`src/rtl/vga_frame_scanner.sv`:
```
// Two-stage pixel source: maps visible scanline coordinates to RGB from frame memory
// or from a built-in test pattern, with per-frame mode latching and a frame counter.
module vga_frame_scanner #(
  parameter int p_H_VISIBLE_AREA = 640,
  parameter int p_V_VISIBLE_AREA = 480,
  parameter int p_COLOR_BITS     = 8,
  parameter int p_SCALE_SHIFT    = 0,
  parameter int p_CHECKER_SHIFT  = 4
) (
  input  logic                                     i_CLK,
  input  logic                                     i_RESET,
  input  logic                                     i_DRAW_ENABLE,
  input  logic [$clog2(p_H_VISIBLE_AREA)-1:0]      i_SCANLINE_X,
  input  logic [$clog2(p_V_VISIBLE_AREA)-1:0]      i_SCANLINE_Y,
  input  logic [1:0]                               i_MODE,
  input  logic [23:0]                              i_SOLID_COLOR,
  output logic [$clog2((p_H_VISIBLE_AREA >> p_SCALE_SHIFT) *
                       (p_V_VISIBLE_AREA >> p_SCALE_SHIFT))-1:0] o_MEM_ADDR,
  output logic                                     o_MEM_READ,
  input  logic [3*p_COLOR_BITS-1:0]                i_MEM_DATA,
  output logic [7:0]                               o_VGA_RED,
  output logic [7:0]                               o_VGA_GREEN,
  output logic [7:0]                               o_VGA_BLUE,
  output logic                                     o_PIXEL_VALID,
  output logic [15:0]                              o_FRAME_COUNT
);

  localparam int X_W    = $clog2(p_H_VISIBLE_AREA);
  localparam int Y_W    = $clog2(p_V_VISIBLE_AREA);
  localparam int IMG_W  = p_H_VISIBLE_AREA >> p_SCALE_SHIFT;
  localparam int IMG_H  = p_V_VISIBLE_AREA >> p_SCALE_SHIFT;
  localparam int ADDR_W = $clog2(IMG_W * IMG_H);
  localparam int CB     = p_COLOR_BITS;

  typedef enum logic [1:0] {
    MODE_IMAGE   = 2'd0,
    MODE_BARS    = 2'd1,
    MODE_SOLID   = 2'd2,
    MODE_CHECKER = 2'd3
  } mode_e;

  // MSB-first bit replication widens a stored channel to the full 8-bit DAC range.
  function automatic logic [7:0] expand_channel(input logic [CB-1:0] c);
    logic [7:0] r;
    r = '0;
    for (int k = 0; k < 8; k++) begin
      r[7-k] = c[CB-1-(k % CB)];
    end
    return r;
  endfunction

  mode_e              active_mode_q, active_mode_d;
  logic [15:0]        frame_count_q, frame_count_d;
  logic [ADDR_W-1:0]  mem_addr_q, mem_addr_d;
  logic               mem_read_q, mem_read_d;
  logic               s1_valid_q, s1_valid_d;
  logic [X_W-1:0]     s1_x_q, s1_x_d;
  logic [Y_W-1:0]     s1_y_q, s1_y_d;
  mode_e              s1_mode_q, s1_mode_d;
  logic [23:0]        s1_solid_q, s1_solid_d;
  logic [23:0]        rgb_q, rgb_d;
  logic               pixel_valid_q, pixel_valid_d;

  logic               pix_visible;
  logic               pix_origin;
  logic               pix_last;
  mode_e              pix_mode;
  logic [ADDR_W-1:0]  pix_addr;
  logic [2:0]         bar_idx;
  logic               checker_black;

  always_comb begin
    pix_visible = i_DRAW_ENABLE &&
                  (32'(i_SCANLINE_X) < 32'(p_H_VISIBLE_AREA)) &&
                  (32'(i_SCANLINE_Y) < 32'(p_V_VISIBLE_AREA));
    pix_origin  = pix_visible && (i_SCANLINE_X == '0) && (i_SCANLINE_Y == '0);
    pix_last    = pix_visible &&
                  (32'(i_SCANLINE_X) == 32'(p_H_VISIBLE_AREA - 1)) &&
                  (32'(i_SCANLINE_Y) == 32'(p_V_VISIBLE_AREA - 1));
    // The first pixel of a frame already renders with the newly requested mode.
    pix_mode    = pix_origin ? mode_e'(i_MODE) : active_mode_q;
    pix_addr    = ADDR_W'(i_SCANLINE_Y >> p_SCALE_SHIFT) * ADDR_W'(IMG_W) +
                  ADDR_W'(i_SCANLINE_X >> p_SCALE_SHIFT);
  end

  always_comb begin
    active_mode_d = active_mode_q;
    frame_count_d = frame_count_q;
    mem_addr_d    = mem_addr_q;
    mem_read_d    = 1'b0;
    s1_valid_d    = pix_visible;
    s1_x_d        = i_SCANLINE_X;
    s1_y_d        = i_SCANLINE_Y;
    s1_mode_d     = pix_mode;
    s1_solid_d    = i_SOLID_COLOR;

    if (pix_origin) begin
      active_mode_d = mode_e'(i_MODE);
    end
    if (pix_last) begin
      frame_count_d = frame_count_q + 16'd1;
    end
    if (pix_visible) begin
      mem_addr_d = pix_addr;
      mem_read_d = (pix_mode == MODE_IMAGE);
    end
  end

  // Bar order white..black is the bit-inverted index: R=~b1, G=~b2, B=~b0.
  always_comb begin
    bar_idx       = 3'((32'(s1_x_q) * 32'd8) / 32'(p_H_VISIBLE_AREA));
    checker_black = |(((32'(s1_x_q) ^ 32'(s1_y_q)) >> p_CHECKER_SHIFT) & 32'd1);

    rgb_d         = '0;
    pixel_valid_d = s1_valid_q;
    if (s1_valid_q) begin
      case (s1_mode_q)
        MODE_IMAGE: begin
          rgb_d = {expand_channel(i_MEM_DATA[3*CB-1:2*CB]),
                   expand_channel(i_MEM_DATA[2*CB-1:CB]),
                   expand_channel(i_MEM_DATA[CB-1:0])};
        end
        MODE_BARS: begin
          rgb_d = {{8{~bar_idx[1]}}, {8{~bar_idx[2]}}, {8{~bar_idx[0]}}};
        end
        MODE_SOLID: begin
          rgb_d = s1_solid_q;
        end
        MODE_CHECKER: begin
          rgb_d = checker_black ? 24'h000000 : 24'hFFFFFF;
        end
        default: begin
          rgb_d = '0;
        end
      endcase
    end
  end

  always_ff @(posedge i_CLK) begin
    if (i_RESET) begin
      active_mode_q <= MODE_IMAGE;
      frame_count_q <= '0;
      mem_addr_q    <= '0;
      mem_read_q    <= 1'b0;
      s1_valid_q    <= 1'b0;
      s1_x_q        <= '0;
      s1_y_q        <= '0;
      s1_mode_q     <= MODE_IMAGE;
      s1_solid_q    <= '0;
      rgb_q         <= '0;
      pixel_valid_q <= 1'b0;
    end else begin
      active_mode_q <= active_mode_d;
      frame_count_q <= frame_count_d;
      mem_addr_q    <= mem_addr_d;
      mem_read_q    <= mem_read_d;
      s1_valid_q    <= s1_valid_d;
      s1_x_q        <= s1_x_d;
      s1_y_q        <= s1_y_d;
      s1_mode_q     <= s1_mode_d;
      s1_solid_q    <= s1_solid_d;
      rgb_q         <= rgb_d;
      pixel_valid_q <= pixel_valid_d;
    end
  end

  assign o_MEM_ADDR    = mem_addr_q;
  assign o_MEM_READ    = mem_read_q;
  assign o_VGA_RED     = rgb_q[23:16];
  assign o_VGA_GREEN   = rgb_q[15:8];
  assign o_VGA_BLUE    = rgb_q[7:0];
  assign o_PIXEL_VALID = pixel_valid_q;
  assign o_FRAME_COUNT = frame_count_q;

endmodule
```
`config.mk`:
```
export PLATFORM = sky130hd
export DESIGN_NAME = vga_frame_scanner
export DESIGN_NICKNAME = d
export VERILOG_FILES = /design/src/rtl/vga_frame_scanner.sv
export SDC_FILE = /design/constraint.sdc
export NUM_CORES = 1
export LEC_CHECK = 0
export CORE_MARGIN = 4
export CORE_UTILIZATION = 35
export DETAILED_ROUTE_END_ITERATION = 10
export PLACE_DENSITY = 0.7
export SYNTH_ARGS = -nofsm -noshare
export SYNTH_HDL_FRONTEND = slang
export SYNTH_SLANG_ARGS = --single-unit
export TNS_END_PERCENT = 5
```
`constraint.sdc`:
```
create_clock -name i_CLK -period 7.59 [get_ports i_CLK]
set_input_delay 0.759 -clock i_CLK [delete_from_list [all_inputs] [get_ports i_CLK]]
set_output_delay 0.759 -clock i_CLK [all_outputs]
set_load 0.01 [all_outputs]
```
; ---- Word-level counts from Yosys, hierarchy flattened
; Cells that the tools add are included.
[word_totals]
output_inout_bits = 61
reg_bits = 103
in_bits = 72
[op_classes]
n_bitwise = 6
mux = 3
n_lt_le_gt_ge = 2
add_sub_neg = 2
n_mul = 1
n_reduce_logical = 12
div_mod_pow = 1
eq_ne = 5
[op_table]
columns = cell, count
row1 = $pmux W24 S4, 1
row2 = $div A13 B10 Y32 const B, 1
row3 = $mux W24, 1
row4 = $add A19 B10 Y19, 1
row5 = $add A16 B1 Y16 const B, 1
row6 = $mul A9 B3 Y12 const B, 1
row7 = $eq A10 B10 Y1 const B, 1
row8 = $logic_not A10 Y1, 1
row9 = $lt A10 B10 Y1 const B, 1
row10 = $eq A9 B9 Y1 const B, 1
row11 = $logic_not A9 Y1, 1
row12 = $lt A9 B9 Y1 const B, 1
row13 = $logic_and A1 B1 Y1, 6
row14 = $not A1 Y1, 5
row15 = $xor A5 B5 Y5, 1
row16 = $eq A2 B2 Y1 const B, 2
row17 = $logic_not A2 Y1, 2
row18 = $reduce_or A2 Y1, 2
row19 = $eq A2 B1 Y1 const B, 1
row20 = $mux W2, 1

; ---- Longest topological paths before layout
; Gate-level depths: netlist of the first run.
[depth]
ltp_word = 7
mapped_depth = 13
depth_no_buf = 12

; ---- Worst setup path after synthesis of the first run
; Ideal clock, no wire load.
[synth_timing]
path_kind = input to register
startpoint = in i_SCANLINE_Y[1]
endpoint = reg mem_addr_q[17], in the netlist o_MEM_ADDR[17]
setup_time_ns = 0.086
path_slack_ns = 4.384
t_arrival_ns = 3.120
t_required_ns = 7.504
stages = 10
path_cell_list = ha_1 -> ha_1 -> inv_1 -> fa_1 -> xnor2_1 -> or3b_1 -> or3b_1 -> nor3_2 -> xnor2_1 -> a211oi_1
[synth_via]
elab_chain_len = 2
word_cells_on_any_way = 4
classes_between = add/sub (1) / mul (1) / order compare (1) / reduce/logical (1)
[synth_lines]
columns = item, line
row1 = "start, declared", 14  ; input logic [$clog2(p_V_VISIBLE_AREA)-1:0] i_SCANLINE_Y,
row2 = $mul A9 B3 Y12 or $lt A9 B9 Y1 (tied branches), "82, 75"
row3 = $add A19 B10 Y19 or $logic_and A1 B1 Y1 (tied branches), "82, 74"
row4 = "end signal, assigned", 155  ; mem_addr_q <= mem_addr_d;
row5 = "end, declared", 54  ; logic [ADDR_W-1:0] mem_addr_q, mem_addr_d;
; Parallel ways exist; a longest one is shown, timed or not.
; A chain may end at the register's enable or synchronous reset.

; ---- Worst setup path in the final report of the first run
; Same ends and word-level chain as after synthesis.

==> metrics.md, run 1 <==
| Metric | Value |
|---|---|
| Status | finished, final reports clean |
| Setup Buffers After CTS | 0 |
| Row count | 41 |
| CTS max path bufs | 2 |
| Mean Syn Cell Area | 8.70 µm² |
| Worst Path Required | 7.84 ns |
| Clock input transition at the sequential cells of the worst setup and hold paths | 0.07 ns |
| Lkg Pwr | 2.36 nW |
| Period utilization | 46.7% |
| Multi-input gate area | 2450 µm² |
| Critical path capture point type | flop |
| Slew Limit Fails | 0 |
| Worst-path fanout max | 5 |
| Hold_sp | s1_solid_q[1] |
| Core Footprint | 12700 µm² |
| GR Overflow Total | 0 |
| CTS buffer count | 9 |
| Drt total wl | 11.8 mm |
| Cells after synthesis | 529 |
| Vias | 4031 |
| Power density cells | 194 nW/µm² |
| Filler instances | 1222 |
| Post-synth EDFFs | 0 |
| Largest net degree at the start of global routing | 75 |
| Mapped Area | 4600 µm² |
| Worst setup path start | i_SCANLINE_Y[1] |
| Origin of the critical flop-to-flop path | s1_x_q[8] |
| Layout cells sized above 1 | 4.92% |
| DRT iter0 DRCs | 225 |
| Cell variety after synth | 60 |
| Worst-Margin Slew | 0.924 ns |
| Initial antenna violation count | 0 |
| ANT cells | 0 |
| Ys async rst share | 0% |
| Net Count, Synth | 622 |
| Worst rel slew slack | 38.4% |
| H-tree Lvls | 3 |
| PortBufs | 132 |
| Setup Skew | 0.00814 ns |
| Sequential cell area | 1980 µm² |
| Clock Sinks | 99 |
| WP data arrival | 3.79 ns |
| Maximum achievable frequency | 0.282 GHz |
| Final setup viols | 0 |
| Die Span X | 123 µm |
| Resize count post-CTS | 0 |
| Hold crit path type | flop to flop |
| Via/cell ratio | 4.90 |
| Drt drc | 0 |
| Nets | 738 |
| # IOs | 133 |
| Clock latency on the worst-skew pair | 0.34 ns |
| Total Routing Usage GR | 15.7% |
| Wire length per cell | 14.4 µm |
| Final GP Congestion | 0.881 |
| Root Buffer | clkbuf_16 |
| Initial Utilization | 36.2% |
| Die footprint | 15000 µm² |
| Yosys reg bits | 99 |
| Top FF cell, synth | dfxtp_1 |
| Max_cap viols | 0 |
| Post-DRT Antenna Nets | 0 |
| YS warnings | 0 |
| Sum of net half-perimeters after detailed placement | 8.77 mm |
| Sequential area share after synthesis | 43.1% |
| Crit path kind | input port to flop |
| Fin Hold WS | 0.450 ns |
| Number of global-route vias before repair | 3825 |
| Unrepaired setup endpoints after global routing | false |
| Min Tclk post-route | 3.54 ns |
| Iteration count of the initial detailed-routing pass | 6 |
| CP startpoint kind | input port |
| Syn-to-layout area delta | 38.1% |
| VDD IR max | 0.0870 mV |
| Setup TNS | 0 ns |
| Cts hold-fix bufs | 0 |
| Fin. Hold Viols | 0 |
| CTS tree | yes |
| Global-route wire length before repair | 18.8 mm |
| Die H | 123 µm |
layout by cell type, fill, tap and decap left out, types with 6 or more instances in the layout:
master	netlist	layout
a21oi_1	51	51
clkbuf_16	0	9
clkdlybuf4s50_1	0	131
dfxtp_1	99	99
ha_1	19	19
inv_1	13	13
nand2_1	38	38
nand2b_1	29	29
nand3_1	11	11
nand4_1	6	6
nor2_1	40	40
nor2b_1	41	41
nor3_1	8	8
o21ai_0	42	42
or3_1	6	6
xnor2_1	17	17
xor2_1	8	8
worst paths after layout:
check	to	slack (ns)	cells past startpoint
max	o_MEM_ADDR[17]	4.05	11
min	rgb_q[1]	0.45	2
max reg2reg	rgb_q[0]	4.37	11
min reg2reg	rgb_q[1]	0.45	2
final cells by class:
cell class	count	share of cell area, %
flip-flops and latches	99	31.2
clock inverters	7	1.56
inverters	13	0.768
well taps	172	3.39
multi-input cells	388	38.6
clock buffers	9	3.55
repair buffers	134	21.0
cell families (layout without fill, tap and decap cells):
family,after synthesis,after routing,share of synthesized area (%)
AO/OA/AOI/OAI,126,126,16.3
multiplexers,5,5,1.09
XOR/XNOR,25,25,4.76
buffers and inverters,42,163,3.64
flip-flops,99,99,43.1
adder cells (fa/ha/maj),22,22,6.26
AND/OR/NAND/NOR,210,210,24.9
stage by stage:
stage               util (%)  area [µm²]  instances  total power [mW]  setup WS (ns)
CTS                     49.9        6350        822              1.25           4.06
global route            49.9        6350        822              1.29           3.93
floorplan                  -        4600        529             0.672           4.38
finish                  49.9        6350        822              1.23           4.05
detailed placement      47.4        6030        806             0.758           3.69
global placement        47.4        6030        806             0.755           3.73
flip-flops by register name, indices dropped and copies added, names as in the netlist:
register and cells:
o_FRAME_COUNT 16, o_MEM_ADDR 19, o_MEM_READ 1, o_PIXEL_VALID 1, pixel_valid_d 1, rgb_q 24
s1_mode_q 2, s1_solid_q 24, s1_x_q 10, s1_y_q 1
routing by layer:
layer | vias up | track usage, % | part of all wire [%]
met5 | - | 0 | 0
met4 | 0 | 5.46 | 1.6
met3 | 14 | 4.52 | 7.6
met2 | 145 | 24.9 | 45
met1 | 1825 | 20.5 | 46
li1 | 2047 | - | -
power breakdown:
group	switching [mW]	internal, mW
clock	0.194	0.291
sequential	0.0133	0.541
combinational	0.0893	0.104
total	0.297	0.936
Yosys cell counts (2+ instances only):
cell / instances / area [µm²]
dfxtp_1: 99 / 1980
a21oi_1: 51 / 255
o21ai_0: 42 / 210
nor2b_1: 41 / 257
nor2_1: 40 / 150
nand2_1: 38 / 143
nand2b_1: 29 / 181
ha_1: 19 / 238
clkbuf_1: 17 / 63.8
xnor2_1: 17 / 149
inv_1: 13 / 48.8
nand3_1: 11 / 55.1
nor3_1: 8 / 40.0
xor2_1: 8 / 70.1
buf_2: 7 / 35.0
nand4_1: 6 / 37.5
or3_1: 6 / 37.5
a211oi_1: 5 / 37.5
mux2i_1: 5 / 50.1
a31oi_1: 4 / 25.0
and3_1: 4 / 25.0
buf_1: 4 / 15.0
o21a_1: 4 / 30.0
a21o_1: 3 / 22.5
nand3b_1: 3 / 22.5
nor4_1: 3 / 18.8
or3b_1: 3 / 26.3
a211oi_2: 2 / 25.0
a311oi_1: 2 / 17.5
fa_1: 2 / 40.0
nor3b_1: 2 / 15.0
or2_2: 2 / 12.5
or4_1: 2 / 15.0
critical path, stage by stage:
cell and delay [ns]:
clkdlybuf4s50_1 0.50, ha_1 0.33, ha_1 0.16, inv_1 0.05, fa_1 0.39, xnor2_1 0.25, or3b_1 0.40, or3b_1 0.43
nor3_2 0.21, xnor2_1 0.08, a211oi_1 0.23
(Power assumes the default switching activity.)
==> run 2: changes to the inputs <==
Clock period 7.59 ns to 3.35 ns, I/O delays scaled along.
==> run 2 against run 1 <==
  * Critical path depth is the same
  * Core utilization rose by 0.59 points
  * Register-to-register slack worse by 4.0 ns
  * Sequential share of layout area shrank 0.36 points
  * Combinational power increased by 140%
  * Critical path type is now flop to flop
==> metrics.md, run 2 (synthesis results as in run 1) <==
| Metric | Value |
|---|---|
| Status | finished, final reports clean |
| Sum of net half-perimeters after detailed placement | 9.11 mm (+3.9%) |
| Lkg Pwr | 2.41 nW (+2.2%) |
| Buf/Inv on CP | 1 (-1) |
| # IOs | 133 (unchanged) |
| Largest net degree at the start of global routing | 39 (-48%) |
| Worst-Margin Slew | 0.744 ns (-0.180 ns) |
| H-tree Lvls | 3 (unchanged) |
| Via/cell ratio | 5.00 (+2.0%) |
| Clock latency on the worst-skew pair | 0.35 ns (about the same) |
| Most frequent cells in the layout | clkdlybuf4s50_1 (131), dfxtp_1 (99), a21oi_1 (51) |
| Final setup viols | 0 (unchanged) |
| Most common cell after layout, fill and taps aside | clkdlybuf4s50_1 |
| Layout cells sized above 1 | 6.36% (+1.4 points) |
| Cts hold-fix bufs | 0 (unchanged) |
| Drt drc | 0 (unchanged) |
| Resize count post-CTS | 0 (unchanged) |
| Clock input transition at the sequential cells of the worst setup and hold paths | 0.07 ns (about the same) |
| Slowest cell on crit path | ha_1 |
| Core Footprint | 12700 µm² (unchanged) |
| Root Buffer | clkbuf_16 |
| Final core utilization | 50.5% (+0.59 points) |
| Power density cells | 440 nW/µm² (+130%) |
| Largest delay contributor family on the critical path | compound AO/OA/AOI/OAI gates |
| Iteration count of the initial detailed-routing pass | 4 (-2) |
| Row count | 41 (unchanged) |
| Wire length per cell | 14.5 µm (+0.63%) |
| DRT iter0 DRCs | 234 (+4.0%) |
| Critical path capture point type | flop |
| CTS max path bufs | 2 (unchanged) |
| Min Tclk post-route | 3.00 ns |
| Filler instances | 1243 (+1.7%) |
| Initial Utilization | 36.2% (unchanged) |
| Die H | 123 µm (unchanged) |
| Nets | 748 (+1.4%) |
| Worst Path Required | 3.57 ns (-4.27 ns) |
| Vias | 4163 (+3.3%) |
| Setup Buffers After CTS | 0 (unchanged) |
| Period utilization | 89.4% |
| ANT cells | 0 (unchanged) |
| Syn-to-layout area delta | 39.7% |
| Clock Sinks | 99 (unchanged) |
| WP data arrival | 3.22 ns (-0.57 ns) |
| Die Span X | 123 µm (unchanged) |
| Sequential cell area | 1980 µm² (unchanged) |
| Initial antenna violation count | 0 (unchanged) |
| Maximum achievable frequency | 0.334 GHz |
| Total Routing Usage GR | 16.0% (+0.32 points) |
| Drt total wl | 12.0 mm (+1.9%) |
| Hold crit path type | flop to flop |
| Post-DRT Antenna Nets | 0 (unchanged) |
| Multi-input gate area | 2450 µm² (unchanged) |
| Worst rel slew slack | 50.4% (+12 points) |
| Fin Hold WS | 0.450 ns (+0.0000100 ns) |
| Worst-path fanout max | 8 (+3) |
| Crit path kind | flop to flop |
| PortBufs | 132 (unchanged) |
| GR Overflow Total | 0 (unchanged) |
| Number of global-route vias before repair | 4093 (+7.0%) |
| CTS buffer count | 9 (unchanged) |
| Unrepaired setup endpoints after global routing | false |
| VDD IR max | 0.259 mV (+200%) |
| CP startpoint kind | flop |
| CTS tree | yes |
| Number of placed cells counting well taps | 816 (+1.2%) |
| Fin. Hold Viols | 0 (unchanged) |
| Max stage delay on crit path | 0.40 ns (-0.10 ns) |
| Global-route wire length before repair | 19.1 mm (+1.7%) |
| Slew Limit Fails | 0 (unchanged) |
| Setup TNS | 0 ns (unchanged) |
| Max_cap viols | 0 (unchanged) |
| Post-route insts no fill | 832 (+1.2%) |
| Final GP Congestion | 0.927 (+5.2%) |
| Setup Skew | 0.00652 ns (-0.00163 ns) |
| Crit-path cells | nor2_1 > inv_1 > ha_1 > and2b_4 > maj3_1 > a211oi_2 > o211a_1 > a21boi_0 > a2bb2oi_1 > a31oi_4 > a21oi_1 |
| Die footprint | 15000 µm² (unchanged) |
-- run 2: cell count changes in the layout (fill, tap and decap cells not counted) --
cell	previous run	this run
clkinv_4	1	0
inv_6	1	2
buf_4	2	12
-- run 2: metrics by stage --
step | instance area (µm²) | worst slack, ns | power [mW]
final | 6430 | 0.354 | 2.83
after global routing | 6430 | 0.0735 | 2.95
after CTS | 6430 | 0.343 | 2.86
after detailed placement | 6100 | 0.0507 | 1.74
after global placement | 6100 | 0.0965 | 1.73
after floorplan | 4600 | 0.498 | 1.52
-- run 2: worst paths after layout --
| path | from | to | slack [ns] | depth (start not counted) |
|---|---|---|---|---|
| setup / recovery | s1_x_q[8] | rgb_q[3] | 0.35 | 11 |
| hold / removal | s1_solid_q[15] | rgb_q[15] | 0.45 | 2 |
| setup reg to reg | s1_x_q[8] | rgb_q[3] | 0.35 | 11 |
| hold reg to reg | s1_solid_q[15] | rgb_q[15] | 0.45 | 2 |
-- run 2: worst reg2reg max path, cell delays in order, from the launching register on --
cell and delay (ns):
dfxtp_1 0.31, nor2_1 0.26, inv_1 0.08, ha_1 0.40, and2b_4 0.24, maj3_1 0.36, a211oi_2 0.28, o211a_1 0.22
a21boi_0 0.19, a2bb2oi_1 0.13, a31oi_4 0.30, a21oi_1 0.12
-- run 2: area by class of cell --
class                   instances  area share (%)
clock inverters                 7            1.54
clock buffers                   9            3.50
flip-flops and latches         99            30.8
well taps                     172            3.35
multi-input cells             388            38.1
inverters                      13           0.759
repair buffers                144            21.9
-- run 2: metal layers --
layer / vias to the layer above / share of wire [%] / global-route usage [%]
met5: - / 0 / 0
met4: 0 / 2.4 / 6.58
met3: 27 / 7.8 / 4.42
met2: 152 / 46 / 26.5
met1: 1914 / 44 / 19.7
li1: 2070 / - / -
-- run 2: power breakdown --
part | switching [mW] | internal (mW) | leakage [nW] | total (mW)
combinational | 0.215 | 0.247 | 1.43 | 0.462
sequential | 0.0223 | 1.22 | 0.812 | 1.25
clock | 0.457 | 0.662 | 0.162 | 1.12
total | 0.694 | 2.13 | 2.41 | 2.83
==> run 3: changes to the inputs <==
Settings changed: CORE_MARGIN 4 to 2, PLACE_DENSITY 0.7 to unset.
Clock period 3.35 ns to 3.8 ns, I/O delays scaled along.
==> run 3 against run 2 <==
  * Clock skew is 0.0053 ns higher
  * Clock-buffer cell count is 2 higher
  * Clock power is 23% lower
  * Design area is 1.4% lower
  * Critical path depth stayed put
  * Via count is 1.8% lower
  * Sequential cell count stayed put
  * Worst setup slack better by 0.29 ns
  * Global-route usage is 0.88 points higher
  * Critical path type is now input port to flop
  * Largest cell class unchanged
  * Highest routed layer unchanged
==> metrics.md, run 3 (synthesis results as in run 1) <==
| Metric | Value |
|---|---|
| Worst Hold Depth | 2 (unchanged) |
| Reg2reg end | rgb_q[7] |
| Fin. Hold Viols | 0 (unchanged) |
| Iteration count of the initial detailed-routing pass | 4 (unchanged) |
| Final core utilization | 49.8% (-0.70 points) |
| Die Span X | 119 µm (-3.3%) |
| Area after DPL | 6050 µm² (-0.86%) |
| Clock Sinks | 99 (unchanged) |
| Worst Path Required | 4.06 ns (+0.49 ns) |
| Setup Buffers After CTS | 0 (unchanged) |
| GR Overflow Total | 0 (unchanged) |
| Resize count post-CTS | 0 (unchanged) |
| Worst setup path end | o_MEM_ADDR[17] |
| Worst-path fanout max | 5 (-3) |
| R2R setup slack | 0.75 ns (+0.40 ns) |
| Final GP Congestion | 0.858 (-7.5%) |
| DRT iter0 DRCs | 170 (-27%) |
| Worst setup margin | 0.644 ns (+0.290 ns) |
| Post-DRT Antenna Nets | 0 (unchanged) |
| Most common cell after layout, fill and taps aside | clkdlybuf4s50_1 |
| Critical path capture point type | flop |
| Vias | 4089 (-1.8%) |
| Layout cells sized above 1 | 5.36% (-1.0 points) |
| Cts hold-fix bufs | 0 (unchanged) |
| Largest net degree at the start of global routing | 43 (+10%) |
| Status | finished, final reports clean |
| Setup Skew | 0.0118 ns (+0.00526 ns) |
| Min Tclk post-route | 3.16 ns |
| Wire length per cell | 14.2 µm (-1.7%) |
| Fin Hold WS | 0.448 ns (-0.00228 ns) |
| Crit path kind | input port to flop |
| Worst rel slew slack | 41.2% (-9.2 points) |
| Max_cap viols | 0 (unchanged) |
| Number of global-route vias before repair | 3877 (-5.3%) |
| Slowest cell on crit path | clkdlybuf4s50_1 |
| Pre-CTS WS | 0.273 ns (+0.222 ns) |
| ANT cells | 0 (unchanged) |
| VDD IR max | 0.215 mV (-17%) |
| CTS buffer count | 9 (unchanged) |
| Worst setup path start | i_SCANLINE_Y[1] |
| Most frequent cells in the layout | clkdlybuf4s50_1 (131), dfxtp_1 (99), a21oi_1 (51) |
| Post-route insts no fill | 825 (-0.84%) |
| Period utilization | 83.1% |
| Maximum achievable frequency | 0.317 GHz |
| Worst-Margin Slew | 0.878 ns (+0.134 ns) |
| Number of placed cells counting well taps | 809 (-0.86%) |
| Global-route wire length before repair | 19.4 mm (+1.5%) |
| Final instance area | 6340 µm² (-1.4%) |
| Initial antenna violation count | 0 (unchanged) |
| CTS tree | yes |
| Total power draw | 2.36 mW (-17%) |
| Drt drc | 0 (unchanged) |
| H-tree Lvls | 3 (unchanged) |
| Origin of the critical flop-to-flop path | s1_x_q[9] |
| CP startpoint kind | input port |
| Clock latency on the worst-skew pair | 0.34 ns (about the same) |
| Reg2Reg Depth | 9 (-2) |
| Drt total wl | 11.7 mm (-2.5%) |
| Final setup viols | 0 (unchanged) |
| Crit-path cells | clkdlybuf4s50_1 > ha_1 > ha_1 > inv_1 > fa_1 > xnor2_1 > or3b_1 > or3b_1 > nor3_2 > xnor2_1 > a211oi_1 |
| CTS max path bufs | 2 (unchanged) |
| Syn-to-layout area delta | 37.8% |
| Setup TNS | 0 ns (unchanged) |
| # IOs | 133 (unchanged) |
| Clock input transition at the sequential cells of the worst setup and hold paths | 0.07 ns (about the same) |
| Lkg Pwr | 2.35 nW (-2.3%) |
| Total Routing Usage GR | 16.9% (+0.88 points) |
| Filler instances | 1245 (+0.16%) |
| Die H | 119 µm (-3.3%) |
| Initial Utilization | 36.2% (unchanged) |
| Max stage delay on crit path | 0.51 ns (+0.11 ns) |
| Die footprint | 14100 µm² (-6.4%) |
| Root Buffer | clkbuf_16 |
| Nets | 741 (-0.94%) |
| PortBufs | 132 (unchanged) |
| WP data arrival | 3.42 ns (+0.20 ns) |
| Slew Limit Fails | 0 (unchanged) |
| Row count | 41 (unchanged) |
| Sum of net half-perimeters after detailed placement | 8.73 mm (-4.1%) |
| Unrepaired setup endpoints after global routing | false |
| Via/cell ratio | 4.96 (-0.94%) |
| Hold crit path type | flop to flop |
| Core Footprint | 12700 µm² (unchanged) |
| Power density cells | 372 nW/µm² (-16%) |
## run 3: worst min-delay path by stage
| stage | from | to | slack, ns |
|---|---|---|---|
| 3_3_place_gp | s1_solid_q[19] | rgb_q[19] | 0.44 |
| 2_1_floorplan | s1_solid_q[7] | rgb_q[7] | 0.43 |
| 3_5_place_dp | s1_solid_q[21] | rgb_q[21] | 0.44 |
| 4_1_cts | s1_solid_q[23] | rgb_q[23] | 0.45 |
| 6_report | s1_solid_q[23] | rgb_q[23] | 0.45 |
| 5_1_grt | s1_solid_q[23] | rgb_q[23] | 0.47 |
## run 3: area by class of cell
class	count	area, µm²	share of cell area, %
clock buffer	11	253	3.99
clock inverter	5	35.0	0.553
inverter	13	48.8	0.770
multi-input combinational	388	2450	38.7
sequential	99	1980	31.3
tap	172	215	3.40
timing repair buffer	137	1350	21.4
## run 3: routing by layer
metal / GRT usage, % / wire length [µm] / vias up
li1: - / - / 2046
met1: 22.3 / 5430 / 1891
met2: 26.5 / 5390 / 134
met3: 4.73 / 731 / 18
met4: 5.65 / 198 / 0
met5: 0 / 0 / -
## run 3: where the power goes
part           switching, mW  internal (mW)
Sequential            0.0222           1.08
Clock                  0.383          0.480
Combinational          0.182          0.209
## run 3: worst max-delay path: cells and delay by family
family	cells	cell delay (ns)
simple gates	3	1.06
compound gates	1	0.21
fa+ha+maj	3	0.89
xor+xnor	2	0.33
buf+inv	2	0.56
